**config.mk**
```make
export PLATFORM = sky130hd
export DESIGN_NAME = rom_fetch_unit
export DESIGN_NICKNAME = d
export VERILOG_FILES = /design/src/rtl/rom_fetch_unit.sv
export SDC_FILE = /design/constraint.sdc
export NUM_CORES = 1
export LEC_CHECK = 0
export ABC_AREA = 1
export CORE_AREA = 2 2 73 88
export CTS_CLUSTER_SIZE = 30
export DETAILED_ROUTE_END_ITERATION = 10
export DIE_AREA = 0 0 75 90
export GPL_TIMING_DRIVEN = 0
export PLACE_DENSITY = 0.64
export SYNTH_ARGS = -nofsm -noshare
export SYNTH_HDL_FRONTEND = slang
export SYNTH_SLANG_ARGS = --single-unit
```
**constraint.sdc**
```tcl
create_clock -name clk -period 1.77 [get_ports clk]
set_input_delay 0.177 -clock clk [delete_from_list [all_inputs] [get_ports clk]]
set_output_delay 0.177 -clock clk [all_outputs]
set_load 0.005 [all_outputs]
```
**src/rtl/rom_fetch_unit.sv**
```systemverilog
// Fetch initiator for the case-ROM: PC, one-entry output register, valid/ready handoff.
// Optional FETCH_WRAP_HALT_EN: stop fetching after the last ROM address until a jump.
module rom_fetch_unit #(
    parameter int unsigned ADDR_WIDTH = 8,
    parameter int unsigned DATA_WIDTH = 16
) (
    input  logic                  clk,
    input  logic                  rst_n,
    input  logic                  enable,
    output logic [ADDR_WIDTH-1:0] rom_address,
    input  logic [DATA_WIDTH-1:0] rom_data,
    input  logic                  jump,
    input  logic [ADDR_WIDTH-1:0] jump_target,
    output logic [DATA_WIDTH-1:0] instr,
    output logic [ADDR_WIDTH-1:0] instr_pc,
    output logic                  instr_valid,
    input  logic                  instr_ready,
    output logic                  halted
);

    logic [ADDR_WIDTH-1:0] pc_q, pc_d;
    logic [ADDR_WIDTH-1:0] instr_pc_q, instr_pc_d;
    logic [DATA_WIDTH-1:0] instr_q, instr_d;
    logic                  valid_q, valid_d;
    logic                  running;
    logic                  load;

`ifdef FETCH_WRAP_HALT_EN
    typedef enum logic {RUN, HALT} state_e;
    state_e state_q, state_d;

    assign running = (state_q == RUN);
`else
    assign running = 1'b1;
`endif

    // The load edge doubles as the handshake edge when ready is high, so no bubble.
    assign load = running && enable && !jump && (!valid_q || instr_ready);

    always_comb begin
        pc_d       = pc_q;
        instr_pc_d = instr_pc_q;
        instr_d    = instr_q;
        valid_d    = valid_q;
        if (jump) begin
            pc_d    = jump_target;
            valid_d = 1'b0;
        end else if (load) begin
            instr_d    = rom_data;
            instr_pc_d = pc_q;
            valid_d    = 1'b1;
            pc_d       = pc_q + 1'b1;
        end else if (valid_q && instr_ready) begin
            valid_d = 1'b0;
        end
    end

`ifdef FETCH_WRAP_HALT_EN
    always_comb begin
        state_d = state_q;
        if (jump) begin
            state_d = RUN;
        end else if (load && (pc_q == '1)) begin
            state_d = HALT;
        end
    end
`endif

    always_ff @(posedge clk or negedge rst_n) begin
        if (!rst_n) begin
            pc_q       <= '0;
            instr_pc_q <= '0;
            instr_q    <= '0;
            valid_q    <= 1'b0;
`ifdef FETCH_WRAP_HALT_EN
            state_q    <= RUN;
`endif
        end else begin
            pc_q       <= pc_d;
            instr_pc_q <= instr_pc_d;
            instr_q    <= instr_d;
            valid_q    <= valid_d;
`ifdef FETCH_WRAP_HALT_EN
            state_q    <= state_d;
`endif
        end
    end

    assign rom_address = pc_q;
    assign instr       = instr_q;
    assign instr_pc    = instr_pc_q;
    assign instr_valid = valid_q;
`ifdef FETCH_WRAP_HALT_EN
    assign halted      = (state_q == HALT);
`else
    assign halted      = 1'b0;
`endif

endmodule

```
==> key figures, run 1 <==
Setup path
  • Worst EP required: 1590 ps
  • Slowest cell delay on critical path: 540 ps
  • Critical Path Start Type: flip-flop
  • Reg2reg setup slack: 550 ps
  • CP Buf/Inv Count: 1
  • Worst Setup End Kind: output port
  • Worst-path fanout max: 6
  • Crit path max-delay cell type: clkdlybuf4s50_1
  • RR Startpoint: rom_address[0]
  • CP cell instances: clkdlybuf4s50_1
  • RR Endpoint: rom_address[2]
  • CP delay by family, top: buffers and inverters
  • R2R cell count: 4
  • Crit path kind: reg2out
  • Data arrival, critical path: 1270 ps

Synth
  • Avg Cell Area, Syn: 8.346 um^2
  • Synth Area in XOR/XNOR: 0
  • Dominant synthesized flop cell: dfrtp_1
  • Ys Warns: 0
  • Async S/R FF share, synth: 1.000
  • Post-synthesis compound-gate area fraction: 0.06240
  • Yosys reg bits: 33
  • Cells after Synth: 185
  • Combinational family with the most area after synthesis: simple AND/OR/NAND/NOR gates
  • Count leader, synth: nand2_1
  • Post-synthesis sequential area ratio: 0.5348
  • Top cell type's share of synthesized area: 0.5348
  • Simple-gate share of the synthesized area: 0.3136
  • Mapped Area: 1544 um^2
  • Post-synth EDFFs: 0
  • Mux contribution to synthesized area: 0
  • Synth Area in Adders: 0.008104
  • Synth area leader: dfrtp_1
  • Commonest cells in the netlist: 86 x nand2_1, 33 x dfrtp_1, 18 x nand3_1, 13 x inv_1, 7 x o21ai_2
  • Number of distinct library cells after synthesis: 19
  • Synth top area cells: dfrtp_1 53%, nand2_1 21%, nand3_1 5.8%
  • Synth Net Count: 215

Floorplanning
  • Initial Util: 0.2602
  • DIE AREA: 6750 um^2
  • Num ports: 63
  • Std cell rows: 31
  • Die Height: 90 um
  • Die Wd: 75 um
  • CORE AREA: 5934 um^2

Route
  • Initial DRT Pass Iterations: 4
  • Post-route ant nets: 0
  • Drt total wl: 3.635 mm
  • DR vias/cell: 4.089
  • Initial drt markers: 58
  • Via count: 1374
  • Drc violations: 0
  • Drt wl/cell: 10.82 um

Power
  • Max VDD drop: 0.0003047 V
  • Pwr dens: 880.4 nW/um^2
  • Total Power: 2068 uW
  • Pleak: 0.001125 uW

Placed design
  • PortBufs: 61
  • Placed cell count: 328
  • Placed Instance Area: 2252 um^2
  • Placer Congestion: 0.7534
  • Detailed Place HPWL: 2.682 mm

Global routing
  • Vias in the first global route: 1270
  • Grt ovf: 0
  • All-Layer GR Usage: 0.1150
  • First-pass GRT wire length: 5.892 mm
  • Largest net degree at the start of global routing: 34
  • Initial antenna violation count: 0

Clock network
  • Clock Sinks: 33
  • H-tree levels: 2
  • Cts repair resizes: 0
  • Max clock buf depth: 2
  • Root buf cell: clkbuf_8
  • CTS tree: done
  • Num CTS Buffers: 5
  • Later-pin clock latency in the skew report: 280 ps
  • Clock slew at reported path FFs: 70 ps

Timing
  • Setup Skew: 5.453 ps
  • Period minus WS final: 1448 ps
  • # setup viols final: 0
  • Slew headroom: 0.5128
  • Worst hold slack: 429.9 ps
  • Final hold violation count: 0
  • Worst-margin pin slew: 730.8 ps
  • Final slew viol count: 0
  • F_max: 0.6907 GHz
  • RSZ-0062 raised after global routing: false
  • Final period utilization: 0.8179

Finish
  • Cell Count, Final, Fillers Out: 336
  • Finished Cell Area: 2349 um^2
  • Ant diodes: 0
  • Layout cells sized above 1: 0.1102
  • Area Growth Syn to Fin: 52.11%
  • Fin util: 0.3957
  • Layout Nets: 284

Run status
  • Status: finished, final reports clean

Worst hold path
  • Worst Hold Launch: rom_data[13]
  • Hold Path Depth: 3
  • Worst hold path type: in2reg
  • Worst hold endpoint: instr[13]

Flow run
  • Max cap viols: 0
cells in the final DEF (no fill, tap or decap), types with 2 or more instances in the layout:
cell type / count
nand2_1: 86
clkdlybuf4s50_1: 60
dfrtp_1: 33
nand3_1: 18
inv_1: 13
o21ai_2: 7
o21ai_0: 6
clkbuf_8: 6
buf_4: 4
nor2_1: 4
buf_6: 3
nand2_2: 2
sequential cells by signal, summed over array words and instances, names as in the netlist:
register	cells
instr	16
rom_address	8
instr_valid	1
instr_pc	8
worst max-delay path by stage:
stage	start	end	slack [ps]	depth (start not counted)
2_1_floorplan	rom_address[0]	rom_address[2]	610	4
3_3_place_gp	rst_n	rom_address[7]	-210	1
3_5_place_dp	instr_ready	instr_pc[6]	280	9
4_1_cts	rom_address[3]	rom_address[3]	330	1
5_1_grt	rom_address[5]	rom_address[5]	250	1
6_report	rom_address[3]	rom_address[3]	320	1
final cells by class:
type / instances / area, um^2
fillers: 608 / 3586
repair buffers: 62 / 615.6
inverters: 14 / 52.55
clock buffers: 7 / 86.33
multi-input cells: 130 / 596.8
plain buffers: 8 / 68.82
flip-flops and latches: 33 / 825.8
well taps: 82 / 102.6
power breakdown:
part           leakage, uW  switching (uW)  internal [uW]
Combinational     0.000671             222            332
Clock            0.0000443             266            308
Sequential        0.000410            74.0            865
Total              0.00113             562           1510
logic make-up (layout without fill, tap and decap cells):
family,Yosys count,in the layout
AO/OA/AOI/OAI,14,14
buffers and inverters,22,91
flip-flops,33,33
other,1,1
adder cells (fa/ha/maj),1,1
AND/OR/NAND/NOR,114,114
metal layers:
layer	vias up	share of wire	global-route usage	wire, um
met5	-	0	0	0
met2	38	0.49	0.1923	1783
met1	619	0.42	0.1316	1539
li1	712	-	-	-
met3	5	0.073	0.04148	265
met4	0	0.013	0.04018	47
metrics by stage:
stage / setup TNS, ps / setup slack (ps)
global placement: -6749 / -206.1
finish: 0 / 322.2
floorplan: 0 / 613.1
CTS: 0 / 328.9
detailed placement: 0 / 280.5
global route: 0 / 253.8
timing repair:
item                      CTS  global route
hold endpoints to repair   33             0
hold buffers                1             0
setup buffers               0             0
No activity file was read; power rests on OpenSTA's default activity.
==> inputs of run 2 (changes only) <==
clock period = 1.39 ns   (was 1.77 ns; I/O delays follow)
==> run 2 against run 1 <==
Compared with the run above: clock skew barely moved; worst setup slack got worse by 280 ps; first-iteration DRC count grew 33%; combinational power grew 36%; largest cell class unchanged; highest routed layer unchanged.
==> key figures, run 2 (synthesis gave the netlist of run 1 again) <==
Timing
  • Final slew viol count: 0
  • Final worst slack: 41.75 ps
  • F_max: 0.7417 GHz
  • RSZ-0062 raised after global routing: false
  • Slew headroom: 0.5095
  • Final hold violation count: 0
  • Setup Skew: 5.605 ps
  • # setup viols final: 0
  • Period minus WS final: 1348 ps
  • Worst-margin pin slew: 735.8 ps
  • Final period utilization: 0.9700

Route
  • Drc violations: 0
  • Drt wl/cell: 10.84 um
  • DR vias/cell: 4.091
  • Initial DRT Pass Iterations: 4
  • Drt total wl: 3.697 mm
  • Initial drt markers: 77
  • Post-route ant nets: 0
  • Via count: 1395

Floorplanning
  • Num ports: 63
  • Std cell rows: 31
  • Die Wd: 75 um
  • Initial Util: 0.2602
  • DIE AREA: 6750 um^2
  • CORE AREA: 5934 um^2
  • Die Height: 90 um

Flow run
  • Max cap viols: 0

Clock network
  • Later-pin clock latency in the skew report: 280 ps
  • H-tree levels: 2
  • Num CTS Buffers: 5
  • Max clock buf depth: 2
  • Clock Sinks: 33
  • CTS tree: done
  • Root buf cell: clkbuf_8
  • Clock slew at reported path FFs: 70 ps
  • Cts repair resizes: 0

Finish
  • Ant diodes: 0
  • Layout Nets: 289
  • Fin util: 0.4021
  • Most frequent cells in the layout: 86 x nand2_1, 60 x clkdlybuf4s50_1, 33 x dfrtp_1, 18 x nand3_1, 13 x inv_1
  • Area Growth Syn to Fin: 54.54%
  • FILL cells: 605
  • Largest register FFs: 16
  • Commonest non-fill, non-tap cell in the layout: nand2_1
  • Layout cells sized above 1: 0.1274

Run status
  • Status: finished, final reports clean

Setup path
  • Worst EP required: 1250 ps
  • CP Buf/Inv Count: 1
  • Worst Setup End Kind: output port
  • Critical Path Start Type: flip-flop
  • Worst-path fanout max: 5
  • Slowest cell delay on critical path: 520 ps
  • Crit path max-delay cell type: clkdlybuf4s50_1
  • CP delay by family, top: buffers and inverters
  • Crit path kind: reg2out
  • Data arrival, critical path: 1210 ps
  • CP cell instances: clkdlybuf4s50_1

Placed design
  • Detailed Place HPWL: 2.682 mm
  • PortBufs: 61
  • Placer Congestion: 0.7534
  • Place WS: -61.51 ps

Global routing
  • Initial antenna violation count: 0
  • All-Layer GR Usage: 0.1163
  • First-pass GRT wire length: 5.968 mm
  • Largest net degree at the start of global routing: 34
  • Grt ovf: 0
  • Vias in the first global route: 1281

Worst hold path
  • Worst hold path type: in2reg

Power
  • Max VDD drop: 0.0003881 V
  • Pleak: 0.001150 uW
  • Pwr dens: 1116 nW/um^2
-- run 2: cell count changes in the layout (fill, tap and decap cells not counted) --
cell	before	now
buf_4	4	9
-- run 2: layout make-up --
type                            instances  area, um^2  area share
Multi-Input combinational cell        130       596.8      0.2501
Clock buffer                            7       86.33     0.03618
Buffer                                  8       68.82     0.02884
Tap cell                               82       102.6     0.04300
Sequential cell                        33       825.8      0.3461
Inverter                               14       52.55     0.02202
Timing Repair Buffer                   67       653.1      0.2737
-- run 2: stage by stage --
stage | hold WS, ps | instance area (um^2) | TNS, ps | cells | total power (uW)
global placement | 453.4 | 2257 | -18710 | 328 | 1923
finish | 393.0 | 2386 | 0 | 341 | 2663
detailed placement | 247.5 | 2252 | -1062 | 328 | 1933
CTS | 385.4 | 2364 | 0 | 338 | 2684
global route | 388.4 | 2386 | 0 | 341 | 2836
floorplan | -156.6 | 1544 | 0 | 185 | 1480
-- run 2: path summary, 6_finish.rpt --
path	start	end	slack (ps)	depth (start not counted)
max	rom_address[4]	rom_address[4]	40	1
min	rom_data[13]	instr[13]	390	3
max reg2reg	rom_address[0]	rom_address[2]	90	5
min reg2reg	instr[1]	instr[1]	470	2
max in group asynchronous	rst_n	instr[12]	450	2
min in group asynchronous	rst_n	instr[3]	470	2
-- run 2: routing by layer --
| metal | wire [um] | GRT usage | vias up |
|---|---|---|---|
| li1 | - | - | 719 |
| met1 | 1576 | 0.1330 | 631 |
| met2 | 1807 | 0.1952 | 40 |
| met3 | 266 | 0.04148 | 5 |
| met4 | 47 | 0.04018 | 0 |
| met5 | 0 | 0 | - |
-- run 2: what timing repair did --
| item | 4_1_cts | 5_1_grt |
|---|---|---|
| pin swaps | 0 | 0 |
| hold buffers | 1 | 0 |
| endpoints found under the setup margin | 2 | 3 |
| hold endpoints to repair | 33 | 0 |
| buffers inserted | 2 | 3 |
-- run 2: where the power goes --
group          switching, uW  internal (uW)  leakage (uW)
combinational            304            447      0.000696
clock                    337            393     0.0000443
sequential              79.6           1100      0.000410
